**config.mk**
```make
export PLATFORM = sky130hd
export DESIGN_NAME = if_fetch
export DESIGN_NICKNAME = d
export VERILOG_FILES = /design/src/rtl/if_fetch_pkg.sv /design/src/rtl/if_icache.sv /design/src/rtl/if_fetch.sv
export SDC_FILE = /design/constraint.sdc
export NUM_CORES = 1
export LEC_CHECK = 0
export ABC_AREA = 1
export ABC_CLOCK_PERIOD_IN_PS = 6370
export BUFFER_PORTS_ARGS = -buffer_cell sky130_fd_sc_hd__buf_2
export CAP_MARGIN = 40
export CORE_ASPECT_RATIO = 1.4
export CORE_MARGIN = 2
export CORE_UTILIZATION = 30
export CTS_BUF_LIST = sky130_fd_sc_hd__clkbuf_8
export CTS_CLUSTER_SIZE = 8
export DETAILED_ROUTE_END_ITERATION = 10
export GPL_TIMING_DRIVEN = 0
export HOLD_SLACK_MARGIN = 0.1
export PLACE_DENSITY = 0.56
export SLEW_MARGIN = 40
export SYNTH_ARGS = -nofsm -noshare
export SYNTH_HDL_FRONTEND = slang
export SYNTH_SLANG_ARGS = --single-unit
```
**constraint.sdc**
```tcl
create_clock -name clk -period 6.37 [get_ports clk]
set_clock_uncertainty 0.15 [all_clocks]
set_input_delay 0.3185 -clock clk [delete_from_list [all_inputs] [get_ports clk]]
set_output_delay 0.3185 -clock clk [all_outputs]
set_load 0.05 [all_outputs]
```
**src/rtl/if_fetch_pkg.sv**
```systemverilog
// rtl/if_fetch_pkg.sv - shared widths, constants and fetch-state encodings for if_fetch
package if_fetch_pkg;

  localparam int ADDR_LEN = 32;
  localparam int INST_LEN = 32;
  localparam logic RESET_ENABLE = 1'b1;
  localparam logic [INST_LEN-1:0] ZERO_WORD = '0;

  typedef enum logic [2:0] {
    IF_IDLE = 3'd0,
    IF_S0   = 3'd1,
    IF_S1   = 3'd2,
    IF_S2   = 3'd3,
    IF_S3   = 3'd4,
    IF_S4   = 3'd5,
    IF_DONE = 3'd6
  } if_state_e;

  // Byte offset from pc driven onto the RAM address in each address phase.
  function automatic logic [1:0] fetch_offset(input if_state_e s);
    case (s)
      IF_S1:   fetch_offset = 2'd1;
      IF_S2:   fetch_offset = 2'd2;
      IF_S3:   fetch_offset = 2'd3;
      default: fetch_offset = 2'd0;
    endcase
  endfunction

endpackage

```
**src/rtl/if_icache.sv**
```systemverilog
// rtl/if_icache.sv - direct-mapped instruction cache: combinational lookup, synchronous fill and valid clear
// Instantiated by if_fetch only when ICACHE_EN is defined.
module if_icache
  import if_fetch_pkg::*;
#(
  parameter int IDX_W = 5,
  parameter int TAG_W = 11
) (
  input  logic                clk,
  input  logic                rst,
  input  logic [IDX_W-1:0]    lookup_idx,
  input  logic [TAG_W-1:0]    lookup_tag,
  output logic                hit,
  output logic [INST_LEN-1:0] rdata,
  input  logic                fill_en,
  input  logic [IDX_W-1:0]    fill_idx,
  input  logic [TAG_W-1:0]    fill_tag,
  input  logic [INST_LEN-1:0] fill_data
);

  localparam int ENTRIES = 1 << IDX_W;

  logic [ENTRIES-1:0]  valid_q;
  logic [TAG_W-1:0]    tag_q  [ENTRIES];
  logic [INST_LEN-1:0] data_q [ENTRIES];

  always_ff @(posedge clk) begin
    if (rst == RESET_ENABLE) begin
      valid_q <= '0;
    end else if (fill_en) begin
      valid_q[fill_idx] <= 1'b1;
    end
  end

  always_ff @(posedge clk) begin
    if (fill_en) begin
      tag_q[fill_idx]  <= fill_tag;
      data_q[fill_idx] <= fill_data;
    end
  end

  assign hit   = valid_q[lookup_idx] && (tag_q[lookup_idx] == lookup_tag);
  assign rdata = data_q[lookup_idx];

endmodule

```
**src/rtl/if_fetch.sv**
```systemverilog
// rtl/if_fetch.sv - instruction fetch: four little-endian byte reads per word into the IF/ID register
// Optional instruction cache enabled by defining ICACHE_EN.
module if_fetch
  import if_fetch_pkg::*;
#(
  parameter logic [ADDR_LEN-1:0] RESET_PC     = 32'h0000_0000,
  parameter int                  ICACHE_IDX_W = 5,
  parameter int                  ICACHE_TAG_W = 11
) (
  input  logic                clk,
  input  logic                rst,
  input  logic                rdy,
  input  logic                stall_or_not,
  input  logic                jump_en,
  input  logic [ADDR_LEN-1:0] jump_addr,
  input  logic                mem_grant,
  input  logic [7:0]          mem_din,
  output logic                mem_rd,
  output logic [ADDR_LEN-1:0] mem_a,
  output logic [ADDR_LEN-1:0] if_pc,
  output logic [INST_LEN-1:0] if_inst,
  output logic                if_stall_req
);

  if_state_e           state_q, state_d;
  logic [ADDR_LEN-1:0] pc_q, pc_d;
  logic [ADDR_LEN-1:0] if_pc_q, if_pc_d;
  logic [INST_LEN-1:0] if_inst_q, if_inst_d;
  logic                stall_q, stall_d;
  logic [23:0]         part_q, part_d;
  logic [ADDR_LEN-1:0] pc_inc;
  logic                cache_hit;
  logic [INST_LEN-1:0] cache_data;

  assign pc_inc = pc_q + 32'd4;

  always_ff @(posedge clk) begin
    if (rst == RESET_ENABLE) begin
      state_q <= IF_IDLE;
    end else if (rdy) begin
      state_q <= state_d;
    end
  end

  always_comb begin
    state_d = state_q;
    if (jump_en) begin
      state_d = IF_IDLE;
    end else begin
      case (state_q)
        IF_IDLE: begin
          if (cache_hit)      state_d = IF_DONE;
          else if (mem_grant) state_d = IF_S0;
        end
        IF_S0:   state_d = IF_S1;
        IF_S1:   state_d = IF_S2;
        IF_S2:   state_d = IF_S3;
        IF_S3:   state_d = IF_S4;
        IF_S4:   state_d = IF_DONE;
        IF_DONE: begin
          if (!stall_or_not) begin
            if (cache_hit)      state_d = IF_DONE;
            else if (mem_grant) state_d = IF_S0;
            else                state_d = IF_IDLE;
          end
        end
        default: state_d = IF_IDLE;
      endcase
    end
  end

  always_comb begin
    mem_rd = 1'b0;
    mem_a  = '0;
    case (state_q)
      IF_S0, IF_S1, IF_S2, IF_S3: begin
        mem_rd = 1'b1;
        mem_a  = pc_q + {{(ADDR_LEN-2){1'b0}}, fetch_offset(state_q)};
      end
      default: ;
    endcase
  end

  // RAM data lags its address by one cycle, so byte k lands in state S(k+1).
  always_comb begin
    pc_d      = pc_q;
    if_pc_d   = if_pc_q;
    if_inst_d = if_inst_q;
    stall_d   = stall_q;
    part_d    = part_q;
    if (jump_en) begin
      pc_d      = jump_addr;
      part_d    = '0;
      stall_d   = 1'b1;
      if_inst_d = ZERO_WORD;
    end else begin
      case (state_q)
        IF_IDLE: begin
          if (cache_hit) begin
            if_inst_d = cache_data;
            if_pc_d   = pc_q;
            stall_d   = 1'b0;
          end
        end
        IF_S1: part_d[7:0]   = mem_din;
        IF_S2: part_d[15:8]  = mem_din;
        IF_S3: part_d[23:16] = mem_din;
        IF_S4: begin
          if_inst_d = {mem_din, part_q};
          if_pc_d   = pc_q;
          stall_d   = 1'b0;
        end
        IF_DONE: begin
          if (!stall_or_not) begin
            pc_d = pc_inc;
            if (cache_hit) begin
              if_inst_d = cache_data;
              if_pc_d   = pc_inc;
              stall_d   = 1'b0;
            end else begin
              stall_d = 1'b1;
            end
          end
        end
        default: ;
      endcase
    end
  end

  always_ff @(posedge clk) begin
    if (rst == RESET_ENABLE) begin
      pc_q      <= RESET_PC;
      if_pc_q   <= '0;
      if_inst_q <= ZERO_WORD;
      stall_q   <= 1'b1;
      part_q    <= '0;
    end else if (rdy) begin
      pc_q      <= pc_d;
      if_pc_q   <= if_pc_d;
      if_inst_q <= if_inst_d;
      stall_q   <= stall_d;
      part_q    <= part_d;
    end
  end

  assign if_pc        = if_pc_q;
  assign if_inst      = if_inst_q;
  assign if_stall_req = stall_q;

`ifdef ICACHE_EN
  localparam int TagLsb = 2 + ICACHE_IDX_W;

  logic [ICACHE_IDX_W-1:0] lookup_idx;
  logic [ICACHE_TAG_W-1:0] lookup_tag;
  logic                    fill_en;

  // In DONE the lookup targets the instruction after the one being consumed.
  assign lookup_idx = (state_q == IF_DONE) ? pc_inc[TagLsb-1:2] : pc_q[TagLsb-1:2];
  assign lookup_tag = (state_q == IF_DONE) ? pc_inc[TagLsb+ICACHE_TAG_W-1:TagLsb]
                                           : pc_q[TagLsb+ICACHE_TAG_W-1:TagLsb];
  assign fill_en    = rdy && !jump_en && (state_q == IF_S4);

  if_icache #(
    .IDX_W (ICACHE_IDX_W),
    .TAG_W (ICACHE_TAG_W)
  ) u_icache (
    .clk        (clk),
    .rst        (rst),
    .lookup_idx (lookup_idx),
    .lookup_tag (lookup_tag),
    .hit        (cache_hit),
    .rdata      (cache_data),
    .fill_en    (fill_en),
    .fill_idx   (pc_q[TagLsb-1:2]),
    .fill_tag   (pc_q[TagLsb+ICACHE_TAG_W-1:TagLsb]),
    .fill_data  ({mem_din, part_q})
  );
`else
  assign cache_hit  = 1'b0;
  assign cache_data = ZERO_WORD;
`endif

endmodule

```
==> results of run 1 <==
[flip-flops by register name, summed over array words and instances, names as in the netlist]
name / cells
if_inst: 32
if_pc: 32
pc_q: 32
part_q: 24
state_q: 3
if_stall_req: 1
[layout by cell type, fill, tap and decap left out, types with 3 or more instances in the layout]
| master | instances |
|---|---|
| sky130_fd_sc_hd__a21oi_1 | 104 |
| sky130_fd_sc_hd__buf_2 | 158 |
| sky130_fd_sc_hd__buf_6 | 6 |
| sky130_fd_sc_hd__clkbuf_1 | 16 |
| sky130_fd_sc_hd__clkbuf_8 | 18 |
| sky130_fd_sc_hd__dfxtp_1 | 124 |
| sky130_fd_sc_hd__dlygate4sd3_1 | 31 |
| sky130_fd_sc_hd__ha_1 | 3 |
| sky130_fd_sc_hd__inv_1 | 73 |
| sky130_fd_sc_hd__inv_2 | 4 |
| sky130_fd_sc_hd__inv_6 | 8 |
| sky130_fd_sc_hd__nand2_1 | 257 |
| sky130_fd_sc_hd__nand2_2 | 4 |
| sky130_fd_sc_hd__nand3_1 | 84 |
| sky130_fd_sc_hd__nor2_1 | 143 |
| sky130_fd_sc_hd__nor2_2 | 7 |
| sky130_fd_sc_hd__nor2_4 | 5 |
| sky130_fd_sc_hd__nor3_1 | 7 |
| sky130_fd_sc_hd__o211ai_1 | 3 |
| sky130_fd_sc_hd__o21ai_0 | 63 |
| sky130_fd_sc_hd__o21ai_1 | 4 |
| sky130_fd_sc_hd__xor2_1 | 16 |
[area by class of cell]
cell class              instances  area, um2  share of cell area [%]
well taps                     256        320                    3.99
multi-input cells             719       3300                    41.1
inverters                      77        289                    3.60
clock buffers                  18        248                    3.09
clock inverters                14        146                    1.82
flip-flops and latches        124       2480                    30.9
repair buffers                172       1020                    12.7
plain buffers                  42        228                    2.84
[worst min-delay path: stages]
cell and delay, ps:
sky130_fd_sc_hd__buf_2 90, sky130_fd_sc_hd__inv_1 40, sky130_fd_sc_hd__nor2_1 90, sky130_fd_sc_hd__nand2_1 80
sky130_fd_sc_hd__a21oi_1 50
[synth_stat cells, types with 7 or more instances]
cell type                  number  area share, %
sky130_fd_sc_hd__a21oi_1      104            8.3
sky130_fd_sc_hd__clkbuf_1      16           0.95
sky130_fd_sc_hd__nand3_1       84            6.7
sky130_fd_sc_hd__nand2_1      257             15
sky130_fd_sc_hd__nor3_1         7           0.56
sky130_fd_sc_hd__xor2_1        16            2.2
sky130_fd_sc_hd__o21ai_0       63            5.0
sky130_fd_sc_hd__nor2_1       143            8.5
sky130_fd_sc_hd__buf_2         17            1.4
sky130_fd_sc_hd__nor2_2         7           0.70
sky130_fd_sc_hd__dfxtp_1      124             39
sky130_fd_sc_hd__inv_1         73            4.4
[worst paths after layout]
| path | end | slack (ps) | depth (start not counted) |
|---|---|---|---|
| max | mem_a[10] | 2620 | 12 |
| min | part_q[13] | 120 | 5 |
| max reg2reg | pc_q[22] | 4180 | 10 |
| min reg2reg | if_inst[9] | 310 | 2 |
[power groups by stage]
stage                     Combinational [mW]  Clock [mW]  Sequential [mW]
after CTS                              0.235       0.722            0.812
after global placement                 0.219           0            0.830
after global routing                   0.257       0.755            0.815
final                                  0.234       0.705            0.813
after floorplan                        0.132           0            0.839
after detailed placement               0.220           0            0.830
[layer usage]
| metal | up-vias | track usage [%] |
|---|---|---|
| met3 | 54 | 4.29 |
| li1 | 3483 | - |
| met1 | 3116 | 23.8 |
| met2 | 255 | 38.3 |
| met4 | 0 | 9.57 |
| met5 | - | 0 |
[kinds of logic after synthesis]
family	after synthesis	share of synthesized area [%]
adders and majority gates	4	0.914
and+or+nand+nor	514	33.9
xor gates and xnor gates	18	2.50
AOI/OAI and AO/OA	182	14.9
muxes	1	0.159
buffers and inverters	119	8.20
DFF	124	39.4
[through the flow]
stage / setup WS, ps / instance area (um2)
2_1_floorplan: 3320 / 6300
3_3_place_gp: 3120 / 7320
3_5_place_dp: 3120 / 7320
4_1_cts: 2620 / 8030
5_1_grt: 2330 / 8030
6_report: 2620 / 8030
==> results.md, run 1 <==
- The run finished with clean final reports.
- Along the worst path, the maximum fanout reaches 7.
- The floorplan die area is 0.0222 mm2.
- The endpoint required time on the critical path is 5900 ps.
- The number of buffers inserted by post-CTS setup repair is 0.
- The master of the slowest instance on the critical path is sky130_fd_sc_hd__fa_1.
- The area overhead of the layout relative to synthesis is 27.5%.
- Yosys mapped a number of flops with a built-in enable equal to 0.
- The tree built by TritonCTS fans out to 124 sinks.
- Dividing total power by cell area gives a power density of 218 mW/mm2.
- The first routing iteration left 415 violations.
- The H-tree depth is 4.
- After detailed routing, the number of vias per cell comes to 4.86.
- The internal portion of the total power is 1.20 mW.
- The number of standard-cell rows in the floorplan is 62.
- The remaining global-route overflow is 0.
- The fmax is 267 MHz.
- The number of slew-limit violations in the final report is 0.
- The smallest clock period supported by the final layout is computed as 3750 ps.
- The maximum ir drop on the vdd rail is 0.137 mV.
- The count of buffering cells on the critical path with inverters included is 2.
- Per report_power, the clock group accounts for 40.2% of the total.
- The leakage power of the design is 3.48 nW.
- The routed design has 23.7 mm of wire.
- The leading register cell type out of synthesis is sky130_fd_sc_hd__dfxtp_1.
- In this run, flip-flops and latches consume 46.4% of the power.
- The first global-routing pass estimated 36.2 mm of wire.
- The combinational cell fraction of total power is 13.4%.
- The total routed wire length on the met1 layer is 9.37 mm.
- The clock slew at the register clock pins of the worst setup and hold paths is 80 ps.
- The final net count is 1203.
- The post-layout total power is 1.75 mW.
- In the final layout, the share of cells above drive strength 1 is 18.9%.
- The number of I/O port buffers is 141.
- The number of max-cap violations is 0.
- The start-to-end type of the worst setup path is reg2out.
- Hold repair after CTS inserted 31 buffers.
- The via count of the first global-routing pass is 6619.
- The clock reaches the later pin of the worst-skew pair after 450 ps.
- Once layout is complete, the utilization of the core stands at 39.1%.
- The final critical path takes up 58.8% of the cycle.
- The largest single stage delay on the critical path is 510 ps.
- The worst-case hold slack is 121 ps.
- The vertical die dimension is 175 um.
- For this run, the detailed router's first-pass iteration total came to 5.
- The critical path arrival is 3280 ps.
- The final RePlAce weighted congestion is 0.941.
- The category of cells accounting for the largest share of critical-path delay is simple AND/OR/NAND/NOR gates.
- Once detail routing completed, the nets flagged for antenna violations numbered 0.
- After routing, the total negative slack on setup checks comes to 0 ps.
- The startpoint identified for the worst register-to-register timing path is pc_q[3].
- The wire length on met3 is 1.36 mm.
- The number of hold violations in the final report is 0.
- The setup-violating endpoint count in the final report is 0.
- The initial utilization of the core area, before any placement, comes to 30.6%.
- The worst hold path begins at mem_din[5].
- For the pin with the worst max-slew slack, the measured transition is 719 ps.
- For this run, design rule violations remaining after detail routing come to 0.
- After detailed routing, the average wire length per cell comes to 16.7 um.
- Synthesis instantiated 35 different standard cells from the library.
- The portion of the post-synthesis area used by sequential elements is 39.4%.
- The number of resized instances in the post-cts repair step is 0.
- The post-synthesis average cell area is 6.55 um2.
- 0 antenna diodes ended up in the layout.
- Synthesis handed over a netlist of 962 instances.
- The number of register bits inferred by synthesis is 124.
- The buffer cell driving the clock tree root is sky130_fd_sc_hd__clkbuf_8.
- The detailed router placed 6908 vias in this run.
- Walking the worst path, the cells encountered are nor2_2, nand2_1, nand2_1, ha_1, inv_1, fa_1, nor2_1, nand2_1, nor2_1, o21ai_0, nor2_1, buf_2.
- The worst slew margin relative to its limit is 52.1%.
- Setup repair after global routing left no endpoint under its margin.
- The number of nets in the synthesized netlist is 1012.
- The total track usage is 21.2%.
- The post-detailed-placement half-perimeter wirelength is 18.2 mm.
- The filler cell count in the final layout is 2205.
- The uppermost layer routed is met4.
- The net switching share of the total power is 31.6%.
- The element type at the critical path end is an output pin.
- The most critical setup path has its startpoint at state_q[1].
- The maximum buffer depth of the clock tree is 2.
- The post-synthesis instance area is 0.00630 mm2.
- The routed wire length on met2 is 12.1 mm.
- Counting the buffers created by CTS gives 17.
- The tightest min-delay check is of the in2reg type.
- The type of element launching the critical path is a flip-flop.
- The number of antenna violations at the first check in global routing is 0.
- Once layout is complete, the cells apart from fillers number 1422.
- The clock tree from TritonCTS is done.
- The number of warning messages in the yosys log is 0.
- Entering global routing, the biggest net connects 17 pins.
- The number of placed cells counting well taps is 1359.
- The I/O pin count is 144.
- From left edge to right edge, the die measures 126 um.
- The core area is 0.0206 mm2.
- In the synthesized netlist the async set-or-reset flop fraction comes to 0%.
- The analysis attributes to net switching a power of 0.554 mW.
(Power assumes the default switching activity.)
==> run 2: changes to the inputs <==
- ABC_CLOCK_PERIOD_IN_PS: 6370 -> 3000
- PLACE_DENSITY: 0.56 -> 0.58
- clock period: 6.37 -> 3 ns (I/O delays scaled with it)
==> results.md, run 2 (synthesis gave the netlist of run 1 again) <==
- Hold timing on the final database bottoms out at a slack of 118 ps.
- Summed over all cells, the static leakage comes to 3.61 nW.
- The largest fanout of any net on the critical path is 6.
- The tool flagged a number of max-cap violations equal to 0.
- Before antenna repair, the detailed router went through 5 iterations.
- Once detailed placement completed, the half-perimeter wirelength came to 18.3 mm.
- The clock net in this run drives a total of 124 sinks.
- Net switching is 29.9% of the power.
- After the last flow step, the layout net total stands at 1225.
- The remaining global-route overflow is 0.
- The start-to-end type of the worst setup path is reg2out.
- Data on the critical path arrives at its endpoint at 2620 ps.
- The number of vias after detailed routing is 6967.
- The endpoint required time on the critical path is 2700 ps.
- Cells fill 40.9% of the core in the end.
- The via count of the first global-routing pass is 6728.
- At the pin with the least slew margin, the transition time is 729 ps.
- The number of I/O port buffers is 141.
- The core area is 0.0206 mm2.
- The classification of the worst-slack hold path is in2reg.
- During I/O placement, the number of pins put on the boundary was 144.
- The mean routed wirelength per cell is 16.7 um.
- The design internal power is 2.67 mW.
- After the first detailed-routing iteration, the DRC count stood at 456.
- The starting density of the core is 30.6%.
- The buffer cell driving the clock tree root is sky130_fd_sc_hd__clkbuf_8.
- Combinational cells account for 13.9% of the total power.
- The first-pass GRT wire length is 36.8 mm.
- The wire length after detailed routing is 24.1 mm.
- In the routed layout, each cell is associated on average with a via count of 4.82.
- The worst slew margin relative to its limit is 51.4%.
- The wire length on met3 is 1.28 mm.
- After layout, the worst path uses 97.2% of the clock period.
- The die is 126 um wide.
- The floorplan die area is 0.0222 mm2.
- Setup repair after global routing could not meet its margin everywhere.
- In this run, CTS created clock tree buffers numbering 17.
- The worst path needs 2920 ps of the cycle, external delays included.
- The maximum number of pins on one net before global-route repair is 17.
- The flow ran to the end, and the final reports show no timing, DRC or antenna violations.
- Compared with the post-synthesis result, the final layout area differs by 33.5%.
- The routed wire length on met2 is 12.6 mm.
- The maximum buffer depth of the clock tree is 2.
- The maximum ir drop on the vdd rail is 0.278 mV.
- The type of element launching the critical path is a flip-flop.
- Global routing consumed, over all layers together, 21.5% of the routing resources.
- The number of antenna violations at the first check in global routing is 1.
- The power per cell area is 453 mW/mm2.
- The count of nets left with antenna violations once routing finished came out at 0.
- The clock slew at the register clock pins of the worst setup and hold paths is 80 ps.
- The commonest non-fill, non-tap cell in the layout is sky130_fd_sc_hd__nand2_1.
- The number of standard-cell rows in the floorplan is 62.
- The fraction of power consumed by sequential logic is 45.4%.
- The share of total power dissipated in the clock network is 40.7%.
- The number of slew-limit violations in the final report is 0.
- Of the cells placed in the final design, the portion with a size suffix greater than 1 is 21.2%.
- The summed area of non-filler cells in the final layout is 0.00841 mm2.
- The worst reg-to-reg setup slack is 640 ps.
- The fmax is 343 MHz.
- Signal routing reaches up to met4.
- TritonCTS built the clock tree.
- The top cell types in the final layout, fill and taps aside, are sky130_fd_sc_hd__nand2_1, sky130_fd_sc_hd__buf_2, sky130_fd_sc_hd__nor2_1.
- The later-pin clock latency in the skew report is 450 ps.
- STA classifies the critical path endpoint as an output pin.
- In the routed design, unresolved DRC markers number 0.
- The total routed wire length on the met1 layer is 9.51 mm.
- The placed instances occupy a cell area of 0.00732 mm2.
- The vertical die dimension is 175 um.
- The final RePlAce weighted congestion is 0.951.
- The H-tree depth is 4.
- The number of hold violations in the final report came to 0.
- The post-route setup TNS is 0 ps.
- The setup-violating endpoint count in the final report is 0.
- The analysis attributes to net switching a power of 1.14 mW.
run 2: cell count changes in the layout (fill, tap and decap cells not counted), sizes merged, moves of 2 or more:
cell,change
buf,+2
clkinv,+4
diode,+2
inv,-8
dlygate4sd3,+14
clkbuf,+8
run 2: path summary, 6_finish.rpt:
| kind | start | end | cells after the start |
|---|---|---|---|
| setup / recovery | state_q[1] | mem_a[30] | 13 |
| hold reg to reg | part_q[4] | if_inst[4] | 2 |
| hold / removal | rst | pc_q[3] | 4 |
| setup reg to reg | pc_q[10] | pc_q[21] | 10 |
run 2: critical path: stages, from the launching register on:
cell                      delay (ps)
sky130_fd_sc_hd__dfxtp_4         380
sky130_fd_sc_hd__nor2_4          120
sky130_fd_sc_hd__nand2_2          70
sky130_fd_sc_hd__nand2_2          70
sky130_fd_sc_hd__ha_4            130
sky130_fd_sc_hd__inv_2            40
sky130_fd_sc_hd__fa_2            420
sky130_fd_sc_hd__nor2_4          190
sky130_fd_sc_hd__inv_4            50
sky130_fd_sc_hd__nor2_4          150
sky130_fd_sc_hd__nand2_2          70
sky130_fd_sc_hd__xor2_1          150
sky130_fd_sc_hd__nor2_1          140
sky130_fd_sc_hd__buf_6           170
run 2: stage by stage:
step | setup slack [ps] | instances | power [mW]
2_1_floorplan | 120 | 962 | 2.06
3_3_place_gp | -52.8 | 1359 | 2.23
3_5_place_dp | -82.4 | 1359 | 2.23
4_1_cts | 17.1 | 1438 | 3.82
5_1_grt | -51.7 | 1445 | 3.96
6_report | 83.8 | 1446 | 3.80
run 2: layout make-up:
type                    instances  area, um2
diodes                          2       5.00
plain buffers                  42        228
clock buffers                  20        275
clock inverters                12        136
fillers                      2206      12100
inverters                      77        294
multi-input cells             719       3400
flip-flops and latches        124       2490
well taps                     256        320
repair buffers                194       1260
run 2: per-layer routing:
metal,vias to the layer above,GRT usage (%)
met5,-,0
met2,237,39.3
met1,3158,23.9
met3,46,4.81
li1,3526,-
met4,0,8.79
run 2: power groups by stage:
stage | Combinational [mW] | Clock (mW) | Sequential [mW]
after detailed placement | 0.466 | 0 | 1.76
after CTS | 0.520 | 1.58 | 1.73
after global routing | 0.576 | 1.65 | 1.73
after floorplan | 0.280 | 0 | 1.78
final | 0.530 | 1.55 | 1.73
after global placement | 0.464 | 0 | 1.76
run 2: repair_timing:
item,in CTS,in global routing
resized for setup,27,28
endpoints found under the hold margin,68,0
buffers inserted,2,6
setup endpoints to repair,19,18
hold buffers,45,0
cloned,0,0
pin swaps,5,10
==> run 3: changes to the inputs <==
- SYNTH_HIERARCHICAL: not set -> 1
==> results.md, run 3 <==
- The flow ran to the end, and the final reports show no timing, DRC or antenna violations.
- The post-synthesis instance area is 0.00630 mm2.
- The post-route fraction of the period consumed by the critical path is 97.3%.
- STA classifies the critical path startpoint as a flip-flop.
- Yosys mapped a number of flops with a built-in enable equal to 0.
- The commonest non-fill, non-tap cell in the layout is sky130_fd_sc_hd__nand2_1.
- The leakage power of the design is 3.66 nW.
- The total overflow left after global routing is 0.
- The critical path in this run is classified as reg2out.
- The worst setup path is captured at an output pin.
- The count of non-filler cells in the finished layout is 1451.
- The post-synthesis average cell area is 6.55 um2.
- The commonest cells after synthesis are sky130_fd_sc_hd__nand2_1, sky130_fd_sc_hd__nor2_1, sky130_fd_sc_hd__dfxtp_1.
- The share of the synthesized area in the top cell type is 39.4%.
- The post-layout total power is 3.97 mW.
- The floorplan die area is 0.0222 mm2.
- The number of standard-cell rows in the floorplan is 62.
- In this run the cell area measured after placement is 0.00732 mm2.
- The wire length after detailed routing is 24.2 mm.
- Across the whole layout, storage elements account for 0.00249 mm2.
- The area taken by multi-input logic gates is 0.00341 mm2.
- The clock buffer count from CTS is 17.
- The clock passes through at most 2 buffers.
- The number of antenna violations at the first check in global routing is 2.
- The H-tree depth is 4.
- The number of hold violations in the final report is 0.
- At the later pin of the worst-skew pair, clock insertion delay measures 450 ps.
- The tree is rooted in a sky130_fd_sc_hd__clkbuf_8.
- For this block, the initial DRC count from the detailed router was 385.
- The total clock sinks is 124.
- The time the final worst path needs with I/O delays and setup is 2920 ps.
- The first global-routing pass estimated 36.7 mm of wire.
- Once layout is done, the placed cells without fillers occupy 0.00851 mm2.
- The number of max-cap violations is 0.
- The worst pin sits at a relative slew slack of 49.7%.
- Once the floorplan was initialized, standard cells occupied 30.6% of the core.
- For the worst setup path, the data arrival time is 2620 ps.
- Of the cells placed in the final design, the portion with a size suffix greater than 1 is 21.6%.
- The number of slew-limit violations in the final report is 0.
- The top cell types in the final layout, fill and taps aside, are sky130_fd_sc_hd__nand2_1, sky130_fd_sc_hd__buf_2, sky130_fd_sc_hd__nor2_1.
- The first TritonRoute pass finished after 6 iterations.
- At the end of the flow, the number of nets in the layout was 1231.
- Synthesis handed over a netlist of 962 instances.
- Sequential cells were found to cover 39.4% of the synthesized design area.
- The total track usage is 21.4%.
- The via count of the first global-routing pass is 6693.
- The clock tree from TritonCTS is done.
- In the post-synthesis netlist, the cell with the most instances is sky130_fd_sc_hd__nand2_1.
- The power per cell area is 467 mW/mm2.
- During synthesis, Yosys emitted a total of 6 warnings.
- At the worst endpoint, the required time is 2700 ps.
- For this run, the top clock speed supported by timing is 343 MHz.
- Entering global routing, the biggest net connects 17 pins.
- Once detail routing completed, the nets flagged for antenna violations numbered 0.
- The die is 126 um wide.
- Dividing the detail-routed wire length by the instance count gives 16.7 um.
- The number of nets in the synthesized netlist is 1012.
- After detailed routing, the number of vias per cell comes to 4.84.
- Fill cells in the final layout number 2248.
- After synthesis, the cell types taking the most area are sky130_fd_sc_hd__dfxtp_1, sky130_fd_sc_hd__nand2_1, sky130_fd_sc_hd__nor2_1.
- The final RePlAce weighted congestion is 0.969.
- The I/O pin count is 144.
- The cell taking the most area after synthesis is sky130_fd_sc_hd__dfxtp_1.
- For this block, the via count after detailed routing is 7017.
- In the synthesized netlist the dominant register cell turns out to be sky130_fd_sc_hd__dfxtp_1.
- The largest fanout of any net on the critical path is 7.
- The synthesized design contains 124 register bits.
- The die is 175 um tall.
- The number of I/O port buffers is 141.
- The area overhead of the layout relative to synthesis is 35.1%.
- For this run, design rule violations remaining after detail routing come to 0.
- Setup repair after global routing could not meet its margin everywhere.
- The post-detailed-placement half-perimeter wirelength is 18.4 mm.
- At the pin with the least slew margin, the transition time is 754 ps.
- The core area is 0.0206 mm2.
- After detailed placement, the design holds a cell count of 1359.
- Counting flops with an async set or reset pin after synthesis yields a share of 0%.
- The netlist uses 35 different library cells.
- Setup violations remaining at the end of the flow were counted as 0.
- The post-route setup TNS is 0 ps.
- The classification of the worst-slack hold path is in2reg.
- The clock slew at the register clock pins of the worst setup and hold paths is 90 ps.
- The maximum ir drop on the vdd rail is 0.280 mV.
[run 3: worst max-delay path: stages, from the launching register on]
cell,delay (ps)
sky130_fd_sc_hd__dfxtp_4,380
sky130_fd_sc_hd__nor2_4,120
sky130_fd_sc_hd__nand2_2,60
sky130_fd_sc_hd__nand2_1,60
sky130_fd_sc_hd__ha_2,180
sky130_fd_sc_hd__inv_2,40
sky130_fd_sc_hd__fa_2,430
sky130_fd_sc_hd__nor2_4,180
sky130_fd_sc_hd__nand2_4,120
sky130_fd_sc_hd__nor2_4,190
sky130_fd_sc_hd__a21oi_2,70
sky130_fd_sc_hd__nor2_1,150
sky130_fd_sc_hd__buf_6,180
[run 3: final cells by class]
| cell class | count | share of cell area (%) |
|---|---|---|
| well taps | 256 | 3.76 |
| repair buffers | 200 | 15.5 |
| clock buffers | 17 | 2.75 |
| inverters | 77 | 3.48 |
| multi-input cells | 719 | 40.1 |
| flip-flops and latches | 124 | 29.3 |
| diodes | 1 | 0.0294 |
| plain buffers | 42 | 2.68 |
| clock inverters | 15 | 2.43 |
[run 3: power breakdown]
| part | total (mW) | switching (mW) | internal (mW) | leakage [nW] |
|---|---|---|---|---|
| Sequential | 1.73 | 0.0461 | 1.68 | 1.01 |
| Combinational | 0.537 | 0.356 | 0.181 | 2.44 |
| Clock | 1.71 | 0.785 | 0.921 | 0.219 |
| Total | 3.97 | 1.19 | 2.78 | 3.66 |
[run 3: logic make-up after synthesis]
group | after synthesis | share of synthesized area (%)
xor+xnor | 18 | 2.50
fa+ha+maj | 4 | 0.914
buf+inv | 119 | 8.20
mux | 1 | 0.159
simple gates | 514 | 33.9
flops | 124 | 39.4
compound gates | 182 | 14.9
[run 3: path summary, 6_finish.rpt]
| check | from | to | slack, ps | cells past startpoint |
|---|---|---|---|---|
| worst max register to register | pc_q[10] | pc_q[19] | 350 | 10 |
| worst max-delay path | state_q[1] | mem_a[26] | 80 | 12 |
| worst min-delay path | jump_en | if_inst[6] | 120 | 5 |
| worst min register to register | part_q[7] | if_inst[7] | 310 | 2 |
[run 3: per-layer routing]
layer	vias to the layer above	track usage, %	part of all wire [%]
met5	-	0	0.029
met1	3219	23.3	39
met3	43	4.54	5.4
met2	215	40.4	53
met4	2	7.69	3.0
li1	3538	-	-
[run 3: metrics by stage]
stage	hold slack [ps]	setup slack [ps]	utilization, %
detailed placement	247	-47.7	35.6
finish	115	82.2	41.4
global route	144	-57.7	41.4
CTS	104	8.04	40.7
floorplan	139	120	-
global placement	242	-40.8	35.6
[run 3: what timing repair did]
item                       CTS  global route
hold endpoints to repair    68             0
hold buffers                49             0
resized for setup           29            36
setup endpoints to repair   15            15
setup buffers                5             5
pin swaps                    7            13
